`src/rtl/ysyx_24100012_lsu.sv`:
```
// ysyx_24100012_lsu: load/store initiator between the core execute stage and data memory.
//   Accepts one request at a time (req_*), issues a word-aligned valid/ready memory
//   transaction with byte strobes (mem_*), waits for the memory response (mem_rsp_*),
//   then returns aligned, extended load data to the core (rsp_*).
//   Ports: clk/rst (sync, active-high); req_valid/req_ready/req_wen/req_size/req_sign/
//   req_addr/req_wdata from the core; rsp_valid/rsp_ready/rsp_rdata/rsp_err to the core;
//   mem_valid/mem_ready/mem_wen/mem_addr/mem_wstrb/mem_wdata request channel;
//   mem_rsp_valid/mem_rsp_ready/mem_rdata response channel.
//   Macro LSU_MISALIGN_CHECK_EN: when defined, misaligned half/word accesses return
//   rsp_err=1 without touching memory; when undefined, the low address bits are forced
//   to natural alignment and rsp_err is always 0.
module ysyx_24100012_lsu #(
    parameter int ADDR_WIDTH = 32,
    parameter int DATA_WIDTH = 32
) (
    input  logic                  clk,
    input  logic                  rst,
    input  logic                  req_valid,
    output logic                  req_ready,
    input  logic                  req_wen,
    input  logic [1:0]            req_size,
    input  logic                  req_sign,
    input  logic [ADDR_WIDTH-1:0] req_addr,
    input  logic [DATA_WIDTH-1:0] req_wdata,
    output logic                  rsp_valid,
    input  logic                  rsp_ready,
    output logic [DATA_WIDTH-1:0] rsp_rdata,
    output logic                  rsp_err,
    output logic                  mem_valid,
    input  logic                  mem_ready,
    output logic                  mem_wen,
    output logic [ADDR_WIDTH-1:0] mem_addr,
    output logic [3:0]            mem_wstrb,
    output logic [DATA_WIDTH-1:0] mem_wdata,
    input  logic                  mem_rsp_valid,
    output logic                  mem_rsp_ready,
    input  logic [DATA_WIDTH-1:0] mem_rdata
);
    typedef enum logic [1:0] {IDLE, REQ, WAIT, RESP} state_t;

    state_t                state, state_nx;
    logic                  wen_q, sign_q;
    logic [1:0]            size_q, off_q, off;
    logic                  mis, is_half, is_word;
    logic [3:0]            strb;
    logic [DATA_WIDTH-1:0] lanes, shifted, ext, result;

    assign is_half = req_size == 2'd1;
    assign is_word = req_size[1];

`ifdef LSU_MISALIGN_CHECK_EN
    assign mis = (is_half && req_addr[0]) || (is_word && req_addr[1:0] != 2'b00);
    assign off = req_addr[1:0];
`else
    // Without the check, silently round down to the natural alignment of the size.
    assign mis = 1'b0;
    assign off = is_word ? 2'b00 : is_half ? {req_addr[1], 1'b0} : req_addr[1:0];
`endif

    assign req_ready     = (state == IDLE) && !rst;
    assign mem_valid     = state == REQ;
    assign mem_rsp_ready = state == WAIT;
    assign rsp_valid     = state == RESP;

    always_comb begin
        strb    = !req_wen ? 4'b0000 : req_size == 2'd0 ? 4'b0001 << off :
                  is_half ? 4'b0011 << off : 4'b1111;
        lanes   = !req_wen ? '0 : req_size == 2'd0 ? {4{req_wdata[7:0]}} :
                  is_half ? {2{req_wdata[15:0]}} : req_wdata;
        shifted = mem_rdata >> {off_q, 3'b000};
        ext     = size_q == 2'd0 ? {{24{sign_q & shifted[7]}}, shifted[7:0]} :
                  size_q == 2'd1 ? {{16{sign_q & shifted[15]}}, shifted[15:0]} : shifted;
        result  = wen_q ? '0 : ext;
    end

    always_comb begin
        state_nx = state;
        unique case (state)
            IDLE: state_nx = req_valid ? (mis ? RESP : REQ) : IDLE;
            REQ:  state_nx = mem_ready ? WAIT : REQ;
            WAIT: state_nx = mem_rsp_valid ? RESP : WAIT;
            RESP: state_nx = rsp_ready ? IDLE : RESP;
        endcase
    end

    always_ff @(posedge clk) begin
        if (rst) begin
            state     <= IDLE;
            wen_q     <= 1'b0;
            sign_q    <= 1'b0;
            size_q    <= 2'd0;
            off_q     <= 2'd0;
            mem_wen   <= 1'b0;
            mem_addr  <= '0;
            mem_wstrb <= 4'b0000;
            mem_wdata <= '0;
            rsp_rdata <= '0;
            rsp_err   <= 1'b0;
        end else begin
            state <= state_nx;
            if (state == IDLE && req_valid) begin
                wen_q     <= req_wen;
                sign_q    <= req_sign;
                size_q    <= req_size;
                off_q     <= off;
                mem_wen   <= req_wen;
                mem_addr  <= {req_addr[ADDR_WIDTH-1:2], 2'b00};
                mem_wstrb <= strb;
                mem_wdata <= lanes;
                rsp_rdata <= '0;
                rsp_err   <= mis;
            end
            if (state == WAIT && mem_rsp_valid) rsp_rdata <= result;
        end
    end
endmodule

```
`config.mk`:
```
export PLATFORM = sky130hd
export DESIGN_NAME = ysyx_24100012_lsu
export DESIGN_NICKNAME = d
export VERILOG_FILES = /design/src/rtl/ysyx_24100012_lsu.sv
export SDC_FILE = /design/constraint.sdc
export NUM_CORES = 1
export LEC_CHECK = 0
export CORE_UTILIZATION = 40
export CTS_CLUSTER_SIZE = 40
export DETAILED_ROUTE_END_ITERATION = 7
export DONT_BUFFER_PORTS = 1
export PLACE_DENSITY = 0.57
export SYNTH_ARGS = -nofsm -noshare
export SYNTH_HDL_FRONTEND = slang
export SYNTH_SLANG_ARGS = --single-unit
```
`constraint.sdc`:
```
create_clock -name clk -period 1.8 [get_ports clk]
set_input_delay 0.27 -clock clk [delete_from_list [all_inputs] [get_ports clk]]
set_output_delay 0.27 -clock clk [all_outputs]
set_load 0.05 [all_outputs]
```
; ---- After elaboration in Yosys (flattened, before gate mapping)
; Cells that the tools add are included.
; W data, S select, Z words.
[totals]
ramBits = 0
mem_bits_ro = 0
wordCells = 45
latchBits = 0
out_inout_bits = 106
regBits = 106
mem_count = 0
[classes]
n_lt_le_gt_ge = 0
n_eq_ne = 5
n_bitwise = 2
muxes = 18
n_mul = 0
n_addsub = 0
reduce_logical = 8
shifts = 3
div = 0
[op_table]
columns = op, n
row1 = $mux W32, 8
row2 = $shr A32 B5 Y32, 1
row3 = $mux W4, 3
row4 = $pmux W2 S4, 1
row5 = $eq A2 B1 Y1 const B, 3
row6 = $logic_not A2 Y1, 3
row7 = $mux W2, 3
row8 = $eq A2 B2 Y1 const B, 2
row9 = $shl A1 B2 Y4 const A, 1
row10 = $shl A2 B2 Y4 const A, 1
row11 = $logic_and A1 B1 Y1, 3
row12 = $mux W1, 3
row13 = $and A1 B1 Y1, 2
row14 = $reduce_bool A2 Y1, 1
row15 = $logic_not A1 Y1, 1

; ---- Logic depth before layout (Yosys ltp)
; Gate-level depths: netlist (run 1).
[logic_depth]
depth_word = 7
ltp_mapped = 9
mapped_depth_nobuf = 8

; ---- Worst setup path after synthesis (run 1)
; OpenSTA, ideal clock, no wires.
[synth_path]
kind = input-to-output
start = in rst
end = out req_ready
required_ns = 1.530
arrival_time_ns = 1.636
stages = 3
path_slack_ns = -0.106
n_path_buf = 2
path_cell_list = clkbuf_1 -> clkbuf_1 -> nor3_1
[synth_via]
elab_chain_len = 2
[synth_rtl]
columns = item, line_no
row1 = "start, declared", 17  ; input logic rst,
row2 = $logic_not A1 Y1, 60  ; assign req_ready = (state == IDLE) && !rst;
row3 = $logic_and A1 B1 Y1, 60
row4 = "end, declared", 19  ; output logic req_ready,
; Every way passes these cells.

; ---- Final worst setup path (run 1)
[layout_path]
start = reg state[1]
end = reg state[0]
[layout_via]
elab_chain_len = 2
[layout_rtl]
columns = item, line_no
row1 = "start, declared", 41  ; state_t state, state_nx;
row2 = "start signal, assigned", 100  ; state <= state_nx;
row3 = $eq A2 B2 Y1 (tied with other cells), 78  ; unique case (state)
row4 = $pmux W2 S4 *, 78
; Mark *: on every way between the ends. The rest lies on a longest branch, timed or not.
; A chain may end at the register's enable or synchronous reset.

==> results of run 1 <==
-- placed cells by master, fill, tap and decap left out, types with 4 or more instances in the layout --
master     instances
buf_4             21
mux2_2            25
mux2i_1           19
nor2_1            29
nor2b_1            4
buf_12             5
mux4_2             7
clkbuf_16          9
nand3_1           17
o211ai_1           5
dfxtp_1          106
clkbuf_1           4
nand2_1          103
a21oi_1           65
ha_1               4
a22oi_1           32
a221o_1            5
o21ai_0           26
a22o_1             8
-- what timing repair did --
item	in CTS	in global routing
setup endpoints to repair	0	13
hold endpoints to repair	82	34
resized for setup	0	1
hold buffers	2	2
-- state kept, by name (all words and copies together) (netlist names) --
signal,flops
sign_q,1
rsp_rdata,32
mem_addr,30
mem_wdata,32
off_q,2
size_q,2
wen_q,1
state,2
mem_wstrb,4
-- per-layer routing --
layer	wire, um	track usage [%]	up-vias
met5	0	0	-
met4	174	5.57	0
met3	1210	8.26	14
met2	5900	33.2	159
met1	5370	25.5	1853
li1	-	-	1871
-- cell type report --
cell class	count	area share [%]
Clock buffer	15	5.07
Clock inverter	1	0.166
Inverter	2	0.142
Multi-Input combinational cell	380	45.8
Sequential cell	106	40.2
Tap cell	143	3.39
Timing Repair Buffer	28	5.26
-- worst max-delay path, delay by kind of cell, from the launching register on --
kind	cells	cell delay [ns]
buffers and inverters	2	0.79
multiplexers	1	0.11
flip-flops	1	0.32
AO/OA/AOI/OAI	1	0.22
AND/OR/NAND/NOR	1	0.22
-- metrics by stage --
| step | util [%] | setup slack (ns) | area (um^2) |
|---|---|---|---|
| 2_1_floorplan | - | 0.0696 | 4760 |
| 3_3_place_gp | 42.9 | 0.0789 | 4940 |
| 3_5_place_dp | 42.9 | 0.0521 | 4940 |
| 4_1_cts | 45.5 | 0.0255 | 5240 |
| 5_1_grt | 45.8 | 0.0229 | 5280 |
| 6_report | 45.8 | 0.0919 | 5280 |
-- power by group through the flow --
stage	combinational [mW]	clock (mW)	sequential (mW)
floorplan	0.482	0	2.86
global placement	0.553	0	2.88
detailed placement	0.565	0	2.88
CTS	0.571	1.93	2.83
global route	0.677	2.02	2.84
finish	0.605	1.86	2.83
-- worst max-delay path by stage --
stage                     to  slack (ns)  cells past startpoint
3_3_place_gp   rsp_rdata[31]        0.08                      4
5_1_grt        rsp_rdata[17]        0.02                      5
2_1_floorplan   mem_wstrb[2]        0.07                      7
4_1_cts        rsp_rdata[25]        0.03                      4
6_report            state[0]        0.09                      5
3_5_place_dp   rsp_rdata[27]        0.05                      4
-- cell families (layout without fill, tap and decap cells) --
| family | after synthesis | after routing |
|---|---|---|
| AOI/OAI and AO/OA | 148 | 148 |
| other | 1 | 3 |
| DFF | 106 | 106 |
| adders and majority gates | 4 | 4 |
| buffers and inverters | 51 | 46 |
| muxes | 53 | 53 |
| and+or+nand+nor | 172 | 172 |
==> impl_metrics.tcl, run 1 <==
set metrics [dict create \
    pwr-share-comb_pct 11.4 \
    p_leak_nw 1.92 \
    drt-pass1-iter-count 6 \
    async_flop_share_pct 0 \
    synthTopCellsByArea "dfxtp_1, nand2_1, a21oi_1" \
    fin_crit_sh_pct 94.9 \
    maxCapViolations 0 \
    multiInputGateArea_mm2 0.00242 \
    start_util_pct 41.2 \
    ff_latch_area_mm2 0.00212 \
    r2r_cells 5 \
    fin_crit_ns 1.71 \
    overflow 0 \
    yosysMostFrequentCell "dfxtp_1" \
    violations "design-rule violations" \
    internal_power_mw 3.72 \
    placedCellCount 655 \
    synth_mux_area_share_pct 14.1 \
    synth_area_mm2 0.00475 \
    power_mw 5.29 \
    setup_viol 0 \
    whs_ns 0.0270 \
    ioPinCount 212 \
    antennaDiodeCount 0 \
    antenna_found_initial 0 \
    syn_inst 535 \
    drt-total-wl_um 12700 \
    grt_max_degree 98 \
    status "finished with violations" \
    grt_first_pass_wirelength_um 20100 \
    clkLatencyLatePin_ns 0.35 \
    r2r_slack_ns 0.09 \
    fmax_mhz 585 \
    cts_tree "built" \
    seq_power_share_pct 53.4 \
    synth_top_family_by_area "compound AO/OA/AOI/OAI gates" \
    tns_ns 0 \
    crit_start "state[1]" \
    timing.rr.start "state[1]" \
    via_per_inst 5.77 \
    synth_top_area_share_pct 44.7 \
    final_cells 675 \
    postCtsSetupBuffers 0 \
    dominantRegCellSynth "dfxtp_1" \
    yosys.cell_types.count 38 \
    clockBufferDepth 2 \
    synth_commonest_cells "dfxtp_1, nand2_1, a21oi_1" \
    synth-edff-count 0 \
    synth_area_per_cell_um2 8.88 \
    worst_pin_slew_ns 0.560 \
    netSwitchingPower_mw 1.57 \
    gp_congestion 0.822 \
    io_buffers 0 \
    holdCritPathClass "in2reg" \
    ys_seq_area_share_pct 44.7 \
    sw_frac_of_total_pct 29.7 \
    drive_gt1_share_pct 15.2 \
    dieArea_mm2 0.0123 \
    path_clk_slew_ns 0.07 \
    critPathMaxStageDelay_ns 0.58 \
    routedWlPerCell_um 18.8 \
    critPathMaxFanout 20 \
    n_fill_cell 1141 \
    cts_buffers 9 \
    power_density_mw_per_mm2 1000 \
    rows 39 \
    crit_slowest_cell "dlygate4sd3_1" \
    ys_warn_count 0 \
    dp_hpwl_um 8870 \
    crit_type "reg2reg" \
    critPathRequiredTime_ns 2.09 \
    drtIter0Drc 359 \
    clkPwrFrac_pct 35.2 \
    cts.htree.levels 3 \
    finClkSkew_ns 0.00587 \
    area_delta_synth_final_pct 11.1 \
    holdPathStages 1 \
    cts_sinks 106 \
    hold_end "rsp_rdata[20]" \
    arrival_ns 2.00 \
    synth_xor_area_share_pct 0 \
    vias 3897 \
    irDropWorstVdd_uv 655 \
    max_slew_margin_pct 62.6 \
    critPathLaunchType "flop" \
    root_buffer "clkbuf_16" \
    critPathCaptureType "flop" \
    coreArea_mm2 0.0115 \
    ys_ff_latch 106 \
    path_cells "mux2i_1 > or2_1 > buf_4 > a211oi_1 > dlygate4sd3_1" \
    first_global_vias 3676 \
    yosys.area.top_type "dfxtp_1" \
    synth-compound-area-share_pct 19.5 \
    die_h_um 111 \
    finalMaxSlewViolations 0 \
    rsz0062_at_grt "false" \
    nets 637 \
    yosys.area_share.adder_pct 1.05 \
    grt_usage_pct 20.6 \
    r2r_end "state[0]" \
    ant_nets 0 \
    remaining_drc_errors 30 \
    min_from "rst" \
    finalHoldViolations 0 \
    synth-simple-area-share_pct 15.7 \
    die_x_um 111 \
]
Power figures use the tool's default switching activity.
==> run 2, diff against run 1 <==
CTS_BUF_LIST = sky130_fd_sc_hd__clkbuf_4   (was unset)
==> run 2 against run 1 <==
  * The run ends with design-rule violations, negative hold slack left
  * Setup slack got worse by 0.010 ns
  * Die area unchanged
  * Register-to-register slack about the same
  * Via count decreased by 0.82%
  * First-iteration DRC count down 1.4%
  * Combinational power fell by 4.5%
  * Sequential power hardly changed
  * Critical path type unchanged
  * Highest routed layer unchanged
==> impl_metrics.tcl, run 2 (synthesis results as in run 1) <==
set metrics [dict create \
    rows 39 \
    root_buffer "clkbuf_4" \
    final_common_cell "dfxtp_1" \
    drtIter0Drc 354 \
    power_density_mw_per_mm2 875 \
    ant_nets 0 \
    arrival_ns 2.13 \
    grt_usage_pct 20.8 \
    fmax_mhz 582 \
    gp_congestion 0.822 \
    dieArea_mm2 0.0123 \
    path_clk_slew_ns 0.15 \
    ioPinCount 212 \
    vias 3865 \
    antenna_found_initial 0 \
    nets 641 \
    critPathMaxFanout 20 \
    whs_ns -0.145 \
    remaining_drc_errors 31 \
    fin_crit_sh_pct 95.4 \
    grt_first_pass_wirelength_um 20100 \
    setup_viol 0 \
    cts_sinks 106 \
    p_leak_nw 1.86 \
    reg.largest.list "mem_wdata x32, rsp_rdata x32, mem_addr x30" \
    finalMaxSlewViolations 0 \
    overflow 0 \
    antennaDiodeCount 0 \
    layout_common_cells "dfxtp_1, nand2_1, a21oi_1" \
    critPathLaunchType "flop" \
    finalHoldViolations 91 \
    first_global_vias 3705 \
    drt-total-wl_um 12400 \
    io_buffers 0 \
    fin_crit_ns 1.72 \
    maxCapViolations 0 \
    cts.htree.levels 3 \
    critPathCaptureType "flop" \
    cts_tree "built" \
    drive_gt1_share_pct 15.5 \
    start_util_pct 41.2 \
    die_x_um 111 \
    ctsHoldBuffers 8 \
    max_slew_margin_pct 62.6 \
    rsz0062_at_grt "false" \
    holdCritPathClass "in2reg" \
    irDropWorstVdd_uv 597 \
    cts_buffers 9 \
    dp_hpwl_um 8870 \
    clockBufferDepth 2 \
    crit_type "reg2reg" \
    die_h_um 111 \
    placedCellCount 655 \
    power_mw 4.49 \
    coreArea_mm2 0.0115 \
    grt_max_degree 98 \
    via_per_inst 5.69 \
    area_delta_synth_final_pct 8.19 \
    critPathRequiredTime_ns 2.21 \
    drt-pass1-iter-count 6 \
    routedWlPerCell_um 18.3 \
    postCtsSetupBuffers 0 \
    tns_ns 0 \
    worst_pin_slew_ns 0.560 \
    final_cells 679 \
    status "finished with violations" \
    clkLatencyLatePin_ns 0.46 \
    violations "design-rule violations, negative hold slack" \
    finClkSkew_ns 0.0187 \
]
[run 2: through the flow]
| stage | util (%) | area (um^2) | setup WS, ns |
|---|---|---|---|
| 2_1_floorplan | - | 4760 | 0.0696 |
| 6_report | 44.6 | 5140 | 0.0819 |
| 3_3_place_gp | 42.9 | 4940 | 0.0789 |
| 5_1_grt | 44.6 | 5140 | 0.00181 |
| 3_5_place_dp | 42.9 | 4940 | 0.0521 |
| 4_1_cts | 44.6 | 5130 | 0.00675 |
[run 2: cell type report]
| cell class | instances | area, um^2 |
|---|---|---|
| fill | 1158 | 6380 |
| multi-input combinational | 380 | 2420 |
| sequential | 106 | 2120 |
| timing repair buffer | 32 | 298 |
| tap | 143 | 179 |
| clock buffer | 13 | 97.6 |
| clock inverter | 3 | 16.3 |
| inverter | 2 | 7.51 |
[run 2: routing by layer]
layer  track usage, %  share of wire, %  vias up
met4             4.75               1.0        0
li1                 -                 -     1882
met3             8.69               9.5        8
met2             33.5                46      153
met1             25.7                43     1822
met5                0                 0        -
[run 2: final timing paths]
| check | startpoint | cells after the start | endpoint | slack (ns) |
|---|---|---|---|---|
| worst max-delay path | state[1] | 5 | state[0] | 0.08 |
| worst min-delay path | rst | 1 | rsp_rdata[2] | -0.14 |
| worst max register to register | state[1] | 5 | state[0] | 0.08 |
| worst min register to register | sign_q | 2 | sign_q | 0.50 |
[run 2: critical path: stages, from the launching register on]
cell and delay (ns):
dfxtp_1 0.35, mux2i_1 0.11, or2_1 0.22, buf_4 0.21
a211oi_1 0.21, dlygate4sd3_1 0.57
[run 2: what timing repair did]
item                                   CTS  global route
resized for setup                        1             2
endpoints found under the hold margin  101            91
setup endpoints to repair                1            15
[run 2: where the power goes]
group / switching, mW / total [mW] / internal, mW
Clock: 0.745 / 1.09 / 0.343
Combinational: 0.320 / 0.578 / 0.258
Sequential: 0.383 / 2.83 / 2.45
Total: 1.45 / 4.49 / 3.05
==> run 3, diff against run 2 <==
SKIP_CTS_REPAIR_TIMING = 1   (was unset)
SKIP_LAST_GASP = 1   (was unset)
TNS_END_PERCENT = 10   (was unset)
==> run 3 against run 2 <==
  * The flow still finishes with violations (design-rule violations, negative hold slack)
  * Setup slack worse by 0.079 ns
  * Hold slack better by 0.0019 ns
  * Non-clock buffer count down 1
  * Wire length grew 0.17%
  * Count of clock-buffer cells in the layout unchanged
  * Register-to-register slack improved by 0.07 ns
==> impl_metrics.tcl, run 3 (synthesis results as in run 1) <==
set metrics [dict create \
    ant_nets 0 \
    holdCritPathClass "in2reg" \
    clkPwrFrac_pct 24.1 \
    rows 39 \
    overflow 0 \
    n_fill_cell 1153 \
    netSwitchingPower_mw 1.44 \
    pwr-share-comb_pct 12.8 \
    critPathRequiredTime_ns 1.53 \
    final_cells 678 \
    whs_ns -0.143 \
    maxCapViolations 0 \
    min_from "rst" \
    antennaDiodeCount 0 \
    multiInputGateArea_mm2 0.00242 \
    first_global_vias 3660 \
    layout_common_cells "dfxtp_1, nand2_1, a21oi_1" \
    timing.rr.start "off_q[0]" \
    design_area_mm2 0.00513 \
    met2_usage_pct 32.9 \
    drtIter0Drc 347 \
    placed_area_mm2 0.00494 \
    cts.htree.levels 3 \
    use_met3_pct 8.75 \
    grt.busiest_layer "met2" \
    finalMaxSlewViolations 0 \
    drt-total-wl_um 12400 \
    antenna_found_initial 0 \
    routedWlPerCell_um 18.3 \
    nets 640 \
    cts_tree "built" \
    fin_crit_ns 1.80 \
    gp_congestion 0.822 \
    area_delta_synth_final_pct 7.93 \
    ioPinCount 212 \
    dieArea_mm2 0.0123 \
    grt_max_degree 98 \
    arrival_ns 1.53 \
    critPathMaxFanout 8 \
    cts_buffers 9 \
    ff_latch_area_mm2 0.00212 \
    via_per_inst 5.69 \
    power_density_mw_per_mm2 875 \
    root_buffer "clkbuf_4" \
    finClkSkew_ns 0.0188 \
    reg.largest.list "mem_wdata x32, rsp_rdata x32, mem_addr x30" \
    remaining_drc_errors 31 \
    grt_first_pass_wirelength_um 20000 \
    rsz0062_at_grt "true" \
    internal_power_mw 3.04 \
    max_slew_margin_pct 62.4 \
    start_util_pct 41.2 \
    coreArea_mm2 0.0115 \
    cts_sinks 106 \
    setup_viol 0 \
    critPathCaptureType "output port" \
    crit_type "reg2out" \
    irDropWorstVdd_uv 597 \
    violations "design-rule violations, negative hold slack" \
    die_h_um 111 \
    clockBufferDepth 2 \
    drt-pass1-iter-count 6 \
    grt_usage_pct 20.6 \
    p_leak_nw 1.85 \
    seq_power_share_pct 63.1 \
    placedCellCount 655 \
    status "finished with violations" \
    io_buffers 0 \
    met1_usage_pct 25.5 \
    final_common_cell "dfxtp_1" \
    die_x_um 111 \
    critPathLaunchType "flop" \
    sw_frac_of_total_pct 32.1 \
    path_clk_slew_ns 0.15 \
    finalHoldViolations 92 \
    clkLatencyLatePin_ns 0.46 \
    fin_crit_sh_pct 99.8 \
    dp_hpwl_um 8870 \
    worst_pin_slew_ns 0.561 \
    vias 3856 \
    crit_start "state[0]" \
    fmax_mhz 556 \
    drive_gt1_share_pct 15.1 \
]
[run 3: cell count changes in the layout (fill, tap and decap cells not counted), sizes merged]
cell | before | now
dlygate4sd3 | 8 | 7
[run 3: layout make-up]
| class | instances | share of cell area, % |
|---|---|---|
| clock buffers | 13 | 1.90 |
| clock inverters | 3 | 0.317 |
| inverters | 2 | 0.146 |
| multi-input cells | 380 | 47.1 |
| flip-flops and latches | 106 | 41.4 |
| well taps | 143 | 3.49 |
| repair buffers | 31 | 5.61 |
[run 3: final timing paths]
kind | depth (start not counted) | slack (ns) | to
setup / recovery | 2 | 0.003 | rsp_valid
hold / removal | 1 | -0.14 | rsp_rdata[3]
setup reg to reg | 5 | 0.15 | rsp_rdata[16]
hold reg to reg | 2 | 0.51 | sign_q
[run 3: layer usage]
layer / vias up / part of all wire [%]
met4: 0 / 1.0
met5: - / 0
met2: 156 / 46
met1: 1811 / 43
li1: 1881 / -
met3: 8 / 9.4
[run 3: stage by stage]
step	TNS, ns	util, %	total power, mW	setup WS, ns
after floorplan	0	-	3.34	0.0696
after global placement	0	42.9	3.43	0.0789
after detailed placement	0	42.9	3.45	0.0521
after CTS	-0.0418	43.9	4.55	-0.0418
after global routing	-0.156	44.5	4.74	-0.124
final	0	44.5	4.48	0.00303
[run 3: critical path, cell delays in order, from the launching register on]
cell     delay [ns]
dfxtp_1        0.43
buf_4          0.18
and2_1         0.45
[run 3: power by group through the flow]
stage / combinational [mW] / sequential [mW] / clock, mW
after floorplan: 0.482 / 2.86 / 0
after global placement: 0.553 / 2.88 / 0
after detailed placement: 0.565 / 2.88 / 0
after CTS: 0.566 / 2.83 / 1.15
after global routing: 0.645 / 2.84 / 1.25
final: 0.574 / 2.83 / 1.08
